## config.mk

```make
export PLATFORM = sky130hd
export DESIGN_NAME = latency_responder
export DESIGN_NICKNAME = d
export VERILOG_FILES = /design/src/rtl/latency_responder.sv
export SDC_FILE = /design/constraint.sdc
export NUM_CORES = 1
export LEC_CHECK = 0
export CAP_MARGIN = 25
export CORE_MARGIN = 2
export CORE_UTILIZATION = 35
export DETAILED_ROUTE_END_ITERATION = 12
export PLACE_DENSITY_LB_ADDON = 0.15
export RECOVER_POWER = 100
export REMOVE_ABC_BUFFERS = 1
export SYNTH_ARGS = -nofsm -noshare
export SYNTH_HDL_FRONTEND = slang
export SYNTH_SLANG_ARGS = --single-unit
```

## constraint.sdc

```tcl
create_clock -name clk -period 5.2 [get_ports clk]
set_input_delay 1.04 -clock clk [delete_from_list [all_inputs] [get_ports clk]]
set_output_delay 1.04 -clock clk [all_outputs]
set_load 0.1 [all_outputs]
```

## src/rtl/latency_responder.sv

```systemverilog
// latency_responder: accepts issues with a per-issue latency and retires them in order
// once their deadline has passed, dropping issues that arrive while the FIFO is full.
module latency_responder #(
    parameter int W     = 32,
    parameter int DEPTH = 8,
    parameter int LAT_W = 8
) (
    input  logic                       clk,
    input  logic                       rst,
    input  logic                       issue,
    input  logic [LAT_W-1:0]           lat,
    input  logic                       clear,
    output logic                       retire,
    output logic [$clog2(DEPTH+1)-1:0] outstanding_r,
    output logic                       full,
    output logic [W-1:0]               drop_cnt_r
);
    localparam int PW = $clog2(DEPTH);
    localparam int OW = $clog2(DEPTH+1);

    logic [W-1:0]  now_r;
    logic [W-1:0]  mem [DEPTH];
    logic [W-1:0]  leff;
    logic [W-1:0]  diff;
    logic [PW-1:0] wr_ptr;
    logic [PW-1:0] rd_ptr;
    logic          push;
    logic          pop;
    logic          drop;

    // The head is due once now_r has reached its deadline in modular (half-range) order.
    always_comb begin
        full = outstanding_r == OW'(DEPTH);
        leff = (lat == '0) ? W'(1) : W'(lat);
        diff = now_r - mem[rd_ptr];
        push = issue && !full && !clear;
        drop = issue && full && !clear;
        pop  = (outstanding_r != '0) && !diff[W-1] && !clear;
    end

    always_ff @(posedge clk)
        if (push) mem[wr_ptr] <= now_r + leff;

    always_ff @(posedge clk or posedge rst) begin
        if (rst) begin
            now_r         <= '0;
            retire        <= 1'b0;
            wr_ptr        <= '0;
            rd_ptr        <= '0;
            outstanding_r <= '0;
            drop_cnt_r    <= '0;
        end else begin
            now_r  <= now_r + W'(1);
            retire <= pop;
            if (clear) begin
                wr_ptr        <= '0;
                rd_ptr        <= '0;
                outstanding_r <= '0;
                drop_cnt_r    <= '0;
            end else begin
                if (push) wr_ptr <= wr_ptr + PW'(1);
                if (pop) rd_ptr <= rd_ptr + PW'(1);
                outstanding_r <= outstanding_r + OW'(push) - OW'(pop);
                if (drop && drop_cnt_r != '1) drop_cnt_r <= drop_cnt_r + W'(1);
            end
        end
    end
endmodule

```

After elaboration in Yosys (flattened, before gate mapping) --
Memory sizes are Yosys's and may differ from the RTL's. Cells that the tools add are included.
Word-level totals: register bits after elaboration 75, RAM bits 256, input port bits 12, output and inout port bits 38, logic and storage cells 42, memories 1
Operators by class: add/subtract/negate cells 8, equality and inequality tests 2, multiplexer cells 10, reductions and logical operators 15
Memories:
- mem | words 8, bits a word 32, read ports 1, clocked after Yosys merged registers in 0, write ports 1, RTL line 22 | logic [W-1:0] mem [DEPTH];
Operators by type and width (number):
- $add 32x1->32 const B | 2
- $mux 32 | 2
- $add 32x8->32 | 1
- $ne 32x32->1 const B | 1
- $sub 32x32->32 | 1
- $mux 3 | 4
- $logic_not 8->1 | 1
- $mux 8 | 1
- $logic_and 1x1->1 | 7
- $add 3x1->3 const B | 2
- $reduce_bool 2->1 | 3
- $add 4x1->4 | 1
- $eq 4x4->1 const B | 1
- $mux 4 | 1
- $reduce_bool 4->1 | 1
- $sub 4x1->4 | 1
- $logic_not 1->1 | 3
- $mux 1 | 2

Depth between registers and ports, before layout --
Gate-level depths: netlist (run 1).
depth after elaboration 7, gate-level depth with buffers 20, mapped depth without buffers 17

Worst setup path after synthesis (run 1) --
No wires, ideal clock.
path type flip-flop to flip-flop, start point register outstanding_r[2], end point memory mem[0][0] (enable), setup time 0.461 ns, arrival time 4.131 ns, data required time 4.739 ns, path slack 0.608 ns, stages on the path, launching flop included 7, buffers on the path 0, clock period less this slack 4.592 ns, cells stage by stage dfrtp_1 inv_1 ha_1 nand2_1 nand2_1 or3_1 nor3_1
On the way: word-level cells in the longest chain between the ends 6
RTL lines:
- start: declaration | RTL line 14 | output logic [$clog2(DEPTH+1)-1:0] outstanding_r,
- start signal: assignment | RTL line 63 | outstanding_r <= outstanding_r + OW'(push) - OW'(pop);
- $eq 4x4->1 | RTL line 33 | full = outstanding_r == OW'(DEPTH);
- $logic_not 1->1 | RTL line 36 | push = issue && !full && !clear;
- $logic_and 1x1->1 (2 in series) | RTL line 36
- $mux 1 | RTL line 42 | if (push) mem[wr_ptr] <= now_r + leff;
- $mux 1 (not written as such) | RTL line 42
- end: declaration | RTL line 22
No other way between the ends.

Worst setup path after layout (run 1) --
start point input lat[7], end point memory mem[3][22] (data pin)
On the way: word-level cells in the longest chain between the ends 3
RTL lines:
- start: declaration | RTL line 11 | input logic [LAT_W-1:0] lat,
- $logic_not 8->1 | RTL line 34 | leff = (lat == '0) ? W'(1) : W'(lat);
- $mux 8 * | RTL line 34
- $add 32x8->32 * | RTL line 42
Every way passes the cells marked *; elsewhere a longest branch is shown, timed or not.

==> results.md, run 1 <==
* Run status: finished with violations
* Failing checks: max-capacitance violations, max-slew violations
* CTS root buf: clkbuf_16
* Post-layout min period at roughly 4.8 ns
* Post-Synthesis Cells at a little over 900
* Yosys cell types at between 50 and 60
* Num ports at 50
* Die ar. at about 0.044 sq mm
* Crit path max fanout at 10
* Ys Warns at 0
* Largest cells by area after synthesis: edfxtp_1, dfrtp_1, mux4_2
* Max_slew headroom at -82.33%
* Setup violators final at 0
* Post-Synthesis Cell Area at 0.01466 sq mm
* Vias in the first global route at roughly 8400
* PwrDens at ~430 mW/mm^2
* Port-buffer cells at 49
* Largest net degree at the start of global routing at 51
* Final hold vios at 0
* Met2 Resource Use GR at between 20% and 30%
* Final instance area at roughly 0.017 sq mm
* Remaining global-route overflow at 0
* Fin worst setup slack at a little over 0.4 ns
* Crit path DAT at a little over 5 ns
* DRT Pass-1 Iters at 4
* DR vias/cell at 5.079
* Initial core utilization at 35.66%
* First-pass GRT wire length at between 50000 and 60000 um
* Fin Hold WS at ~0.54 ns
* P&R area growth vs syn at 17.39%
* Total number of vias at 8009
* Clock buffer depth at 3
* Residual antenna-violating net count after detailed routing at 0
* H-Tree Depth at 2
* Area after DPL at approximately 0.016 sq mm
* Initial antenna violation count at 0
* Row count at between 70 and 80
* Routed wire length per instance at a little over 20 um
* Share of post-route cells with drive strength above 1 at 13.88%
* CTS Buf Count at 36
* Seq/Total Area, Yosys at between 60% and 70%
* CP Capture Type: register
* Slew Viols, Final at 240
* GR Util All Layers at between 10% and 20%
* Fraction of registers with async set/reset at a little under a quarter
* Final worst-path cycle share at 92.04%
* Critical Path RT at between 5 and 6 ns
* DRT Wirelength at 32070 um
* Core ar. at 0.04111 sq mm
* Avg Cell Area, Syn at roughly 16 sq um
* CTS tree: built
* Resized cells post-CTS at 0
* Final nets at about 1100
* CP Launch Type: input pin
* DP Cell Count at 1510
* Synth area leader: edfxtp_1
* Global routing's busiest layer: met2
* Top FF cell, synth: edfxtp_1
* EDFF count, synth at about 260
* Clk sinks at 331
* Max VDD drop at roughly 0.39 mV
* GRT met3 Usage at under 10%
* Met1 Usage GRT at between 20% and 30%
* Max Clock Skew at 0.02042 ns
* Max-Cap Viols at 9
* Yosys top cell area share at 52.44%
* Non-filler cells, final at between 1500 and 2000
* Setup Buffers After CTS at 0
* #FFs+latches synth at approximately 330
* Antenna fix cells at 0
* Cts hold-fix bufs at 0
* RD Place Congestion at ~0.74
* Dpl ws at about 0.36 ns
* F_max at 208.9 MHz
* Die Width at roughly 210 um
* Clk slew on worst S/H paths at ~0.06 ns
* RSZ-0062 raised after global routing: false
* Clk_lat worst skew at approximately 0.53 ns
* 1st-iter DRT viols at between 500 and 600
* Fin util at 41.86%
* Slew @ Worst Pin at ~2.7 ns
* Leak Pwr at roughly 6.3 nW
* Residual DRC at 0
* Die Ht at ~210 um
* Hold Crit Class: reg2reg
* Post-DP HPWL at roughly 20000 um
* Setup Crit Path Kind: in2reg
[registers in the layout (all words and copies together), names as in the netlist]
| signal | cells |
|---|---|
| now_r | 32 |
| retire | 1 |
| wr_ptr | 3 |
| outstanding_r | 4 |
| drop_cnt_r | 32 |
| mem | 256 |
| rd_ptr | 3 |
[cell usage in the layout, fill, tap and decap left out, types with 27 or more instances in the layout]
master,n
nand3_1,35
dlygate4sd3_1,41
xor2_1,27
dfrtp_1,72
nand2_1,51
edfxtp_1,256
ha_1,48
clkbuf_1,27
mux4_2,63
mux2i_1,35
xnor2_1,63
nor2_1,62
clkbuf_16,38
[per-layer routing]
layer	wire [um]	vias to the layer above
met1	15350	4086
met5	0	-
met4	544	0
met3	1090	44
li1	-	3747
met2	15080	132
[cells in the mapped netlist, drive strengths merged (4+ instances only)]
cell    number
nand3       35
clkbuf      20
nor2b        9
nor3        14
xnor2       63
nand2       51
inv         21
mux2         4
nor4         5
dfrtp       75
buf         11
and3        20
mux4        63
ha          48
nand2b       5
nand4       21
a21oi       17
a21o         6
edfxtp     256
mux2i       35
nor2        63
and4         9
or3          6
o21ai       14
xor2        27
[worst max-delay path, stage by stage]
cell           delay (ns)
dlygate4sd3_1        0.59
nor4_1               0.33
a21o_1               0.16
ha_1                 0.16
inv_1                0.06
fa_1                 0.44
nor2b_1              0.13
o21ai_0              0.10
a21boi_0             0.25
o21ai_0              0.23
a211oi_2             0.23
clkbuf_1             0.53
nand4_1              0.19
xnor2_1              0.57
[power breakdown]
part	leakage [nW]	internal, mW	switching (mW)
logic	2.15	0.708	0.777
registers	3.52	2.94	0.0770
clock network	0.639	1.78	1.05
[cells by family (layout without fill, tap and decap cells)]
group | count (synthesis) | in the layout | share of synthesized area (%)
compound gates | 56 | 56 | 2.475
xor+xnor | 90 | 90 | 5.377
fa+ha+maj | 50 | 50 | 4.370
buf+inv | 52 | 167 | 1.468
flops | 331 | 331 | 65.24
mux | 102 | 102 | 12.40
simple gates | 249 | 249 | 8.671
[metrics by stage]
stage | power, mW | setup TNS [ns]
4_1_cts | 7.444 | 0
3_3_place_gp | 4.588 | 0
2_1_floorplan | 4.180 | -4.042
5_1_grt | 7.643 | 0
3_5_place_dp | 4.599 | 0
6_report | 7.327 | 0
[final timing paths]
path | depth (start not counted) | slack [ns] | endpoint | start
hold / removal | 1 | 0.54 | now_r[6]$_DFF_PP0_ | now_r[6]$_DFF_PP0_
setup reg to reg | 16 | 0.46 | outstanding_r[1]$_DFF_PP0_ | rd_ptr[0]$_DFFE_PP0P_
max in group asynchronous | 3 | 1.12 | rd_ptr[0]$_DFFE_PP0P_ | rst
min in group asynchronous | 2 | 0.88 | drop_cnt_r[0]$_DFFE_PP0P_ | rst
hold reg to reg | 1 | 0.54 | now_r[6]$_DFF_PP0_ | now_r[6]$_DFF_PP0_
setup / recovery | 14 | 0.41 | mem[3][22]$_DFFE_PP_ | lat[7]
[cell type report]
cell class / count / area (sq um)
multi-input cells: 547 / 4866
fillers: 3813 / 23900
inverters: 21 / 80.08
repair buffers: 80 / 710.7
clock buffers: 50 / 1026
flip-flops and latches: 331 / 9570
clock inverters: 16 / 291.5
well taps: 532 / 665.6
Note: power is estimated with default switching activity, not from simulation.
==> inputs of run 2 (changes only) <==
--- a/config.mk
+++ b/config.mk
@@ -8,6 +8,7 @@
 export CAP_MARGIN = 25
 export CORE_MARGIN = 2
 export CORE_UTILIZATION = 35
+export CTS_CLUSTER_DIAMETER = 30
 export DETAILED_ROUTE_END_ITERATION = 12
 export PLACE_DENSITY_LB_ADDON = 0.15
 export RECOVER_POWER = 100
==> run 2 against run 1 <==
The run still ends with max-capacitance violations, max-slew violations left. Sequential power about the same. Clock-buffer cell count is 29 higher. Worst hold slack gained 0.0019 ns. Sequential share of layout area shrank 3.3 points.
==> results.md, run 2 (synthesis results as in run 1) <==
* Run status: finished with violations
* Failing checks: max-capacitance violations, max-slew violations
* DR vias/cell at 5.021 (-1.1%)
* Row count at 74 (unchanged)
* Clk sinks at 331 (unchanged)
* Critical path depth at 16 (+2)
* Slew @ Worst Pin at 2.590 ns (-0.1446 ns)
* RSZ-0062 raised after global routing: false
* Max-Cap Viols at 9 (unchanged)
* Clock buffer depth at 3 (unchanged)
* PwrDens at 489.5 mW/mm^2 (+15%)
* Post-layout min period at 4.808 ns (+0.02212 ns)
* Die Width at 208.7 um (unchanged)
* Cells along the critical path: buf_12 -> mux4_2 -> mux2i_1 -> ha_1 -> a21oi_1 -> o21ai_0 -> nor4_1 -> o211ai_1 -> a211oi_2 -> mux2i_1 -> nor2b_1 -> ha_1 -> inv_1 -> ha_1 -> fa_1 -> nor2b_1
* GR Util All Layers at 15.64% (+0.47 points)
* Residual DRC at 0 (unchanged)
* DRT Pass-1 Iters at 4 (unchanged)
* Num ports at 50 (unchanged)
* R2R depth at 16 (unchanged)
* RD Place Congestion at 0.7432 (unchanged)
* Core ar. at 0.04111 sq mm (unchanged)
* Largest net degree at the start of global routing at 51 (unchanged)
* Slew Viols, Final at 235 (-2.1%)
* Max VDD drop at 0.3914 mV (+1.4%)
* Cts hold-fix bufs at 0 (unchanged)
* Crit-path slowest cell: dfrtp_4
* P&R area growth vs syn at 24.78%
* Die ar. at 0.04354 sq mm (unchanged)
* Share of post-route cells with drive strength above 1 at 18.88% (+5.0 points)
* CTS tree: built
* Setup Buffers After CTS at 0 (unchanged)
* Die Ht at 208.7 um (unchanged)
* Largest Register: mem
* CP Capture Type: register
* First-pass GRT wire length at 52010 um (+2.5%)
* Initial antenna violation count at 0 (unchanged)
* Max_slew headroom at -72.69% (+9.6 points)
* Critical Path RT at 5.60 ns (+0.16 ns)
* Residual antenna-violating net count after detailed routing at 0 (unchanged)
* Most frequent cells in the layout: edfxtp_1, clkbuf_16, dfrtp_1
* Setup Crit Path Kind: reg2reg
* Port-buffer cells at 49 (unchanged)
* Top delay family on crit path: adder cells
* Resized cells post-CTS at 0 (unchanged)
* Remaining global-route overflow at 0 (unchanged)
* Final nets at 1114 (+3.2%)
* TNS Setup at 0 ns (unchanged)
* Fin util at 44.50% (+2.6 points)
* Hold path cells at 1 (unchanged)
* Commonest non-fill, non-tap cell in the layout: edfxtp_1
* Initial core utilization at 35.66% (unchanged)
* CP Launch Type: register
* Antenna fix cells at 0 (unchanged)
* Max FFs per register at 256 (unchanged)
* Final hold vios at 0 (unchanged)
* Max Clock Skew at 0.03022 ns (+0.009796 ns)
* CTS root buf: clkbuf_16
* Routed wire length per instance at 20.06 um (-1.4%)
* Clk_lat worst skew at 0.57 ns (+0.04 ns)
* Vias in the first global route at 8829 (+5.3%)
* Most frequent CP cell: ha_1
* Post-DP HPWL at 19910 um (unchanged)
* Crit path max fanout at 16 (+6)
* Final worst-path cycle share at 92.47% (+0.43 points)
* Setup violators final at 0 (unchanged)
* H-Tree Depth at 3 (+1)
* CTS Buf Count at 71 (+97%)
* Total number of vias at 8229 (+2.7%)
* Hold Crit Class: reg2reg
* Leak Pwr at 6.813 nW (+8.1%)
* Crit path DAT at 5.21 ns (+0.18 ns)
* Worst path buffer plus inverter count at 2 (-1)
* Clk slew on worst S/H paths at 0.04 ns (-0.02 ns)
* Top Registers: mem: 256 flops, drop_cnt_r: 32 flops, now_r: 32 flops
* 1st-iter DRT viols at 527 (+1.3%)
* F_max at 208.0 MHz (-0.46%)
* Slowest stage delay, CP at 0.65 ns (+0.06 ns)
* DRT Wirelength at 32870 um (+2.5%)
run 2: changes by cell type in the layout (fill, tap and decap cells not counted):
cell,delta
inv_6,+5
bufinv_16,+1
clkbuf_1,-4
clkinv_1,+2
clkbuf_8,-1
clkinvlp_4,+10
clkbuf_16,+34
clkinv_2,+7
clkinv_4,+8
run 2: worst paths after layout:
kind,slack (ns),startpoint,end
min in group asynchronous,0.95,rst,drop_cnt_r[3]$_DFFE_PP0P_
worst max register to register,0.39,rd_ptr[0]$_DFFE_PP0P_,outstanding_r[1]$_DFF_PP0_
worst min register to register,0.54,now_r[6]$_DFF_PP0_,now_r[6]$_DFF_PP0_
worst max-delay path,0.39,rd_ptr[0]$_DFFE_PP0P_,outstanding_r[1]$_DFF_PP0_
worst min-delay path,0.54,now_r[6]$_DFF_PP0_,now_r[6]$_DFF_PP0_
max in group asynchronous,1.16,rst,now_r[7]$_DFF_PP0_
run 2: per-stage QoR:
step,setup slack (ns),hold WS [ns],power [mW],std cells,cell area [sq um]
2_1_floorplan,-1.039,0.4882,4.180,899,14520
3_3_place_gp,0.4578,0.5129,4.588,1510,16030
3_5_place_dp,0.3560,0.5307,4.599,1510,16030
4_1_cts,0.3167,0.5429,9.101,1638,18430
5_1_grt,0.03838,0.5698,9.333,1639,18290
6_report,0.3917,0.5375,8.955,1639,18290
run 2: layout make-up:
| class | instances | area, sq um |
|---|---|---|
| repair buffers | 80 | 710.7 |
| well taps | 532 | 665.6 |
| fillers | 3748 | 22820 |
| flip-flops and latches | 331 | 9570 |
| multi-input cells | 547 | 4866 |
| clock buffers | 79 | 1848 |
| inverters | 21 | 80.08 |
| clock inverters | 49 | 553.0 |
run 2: routing by layer:
metal	global-route usage, %	wire length, um	vias to the layer above
met5	0	0	-
met4	5.296	516	0
met3	3.126	1364	37
met2	24.68	15330	162
met1	21.69	15660	4186
li1	-	-	3844
run 2: where the power goes:
| part | internal, mW | switching, mW | leakage [nW] |
|---|---|---|---|
| clock | 3.01 | 1.43 | 1.15 |
| sequential | 2.94 | 0.0770 | 3.52 |
| combinational | 0.708 | 0.780 | 2.15 |
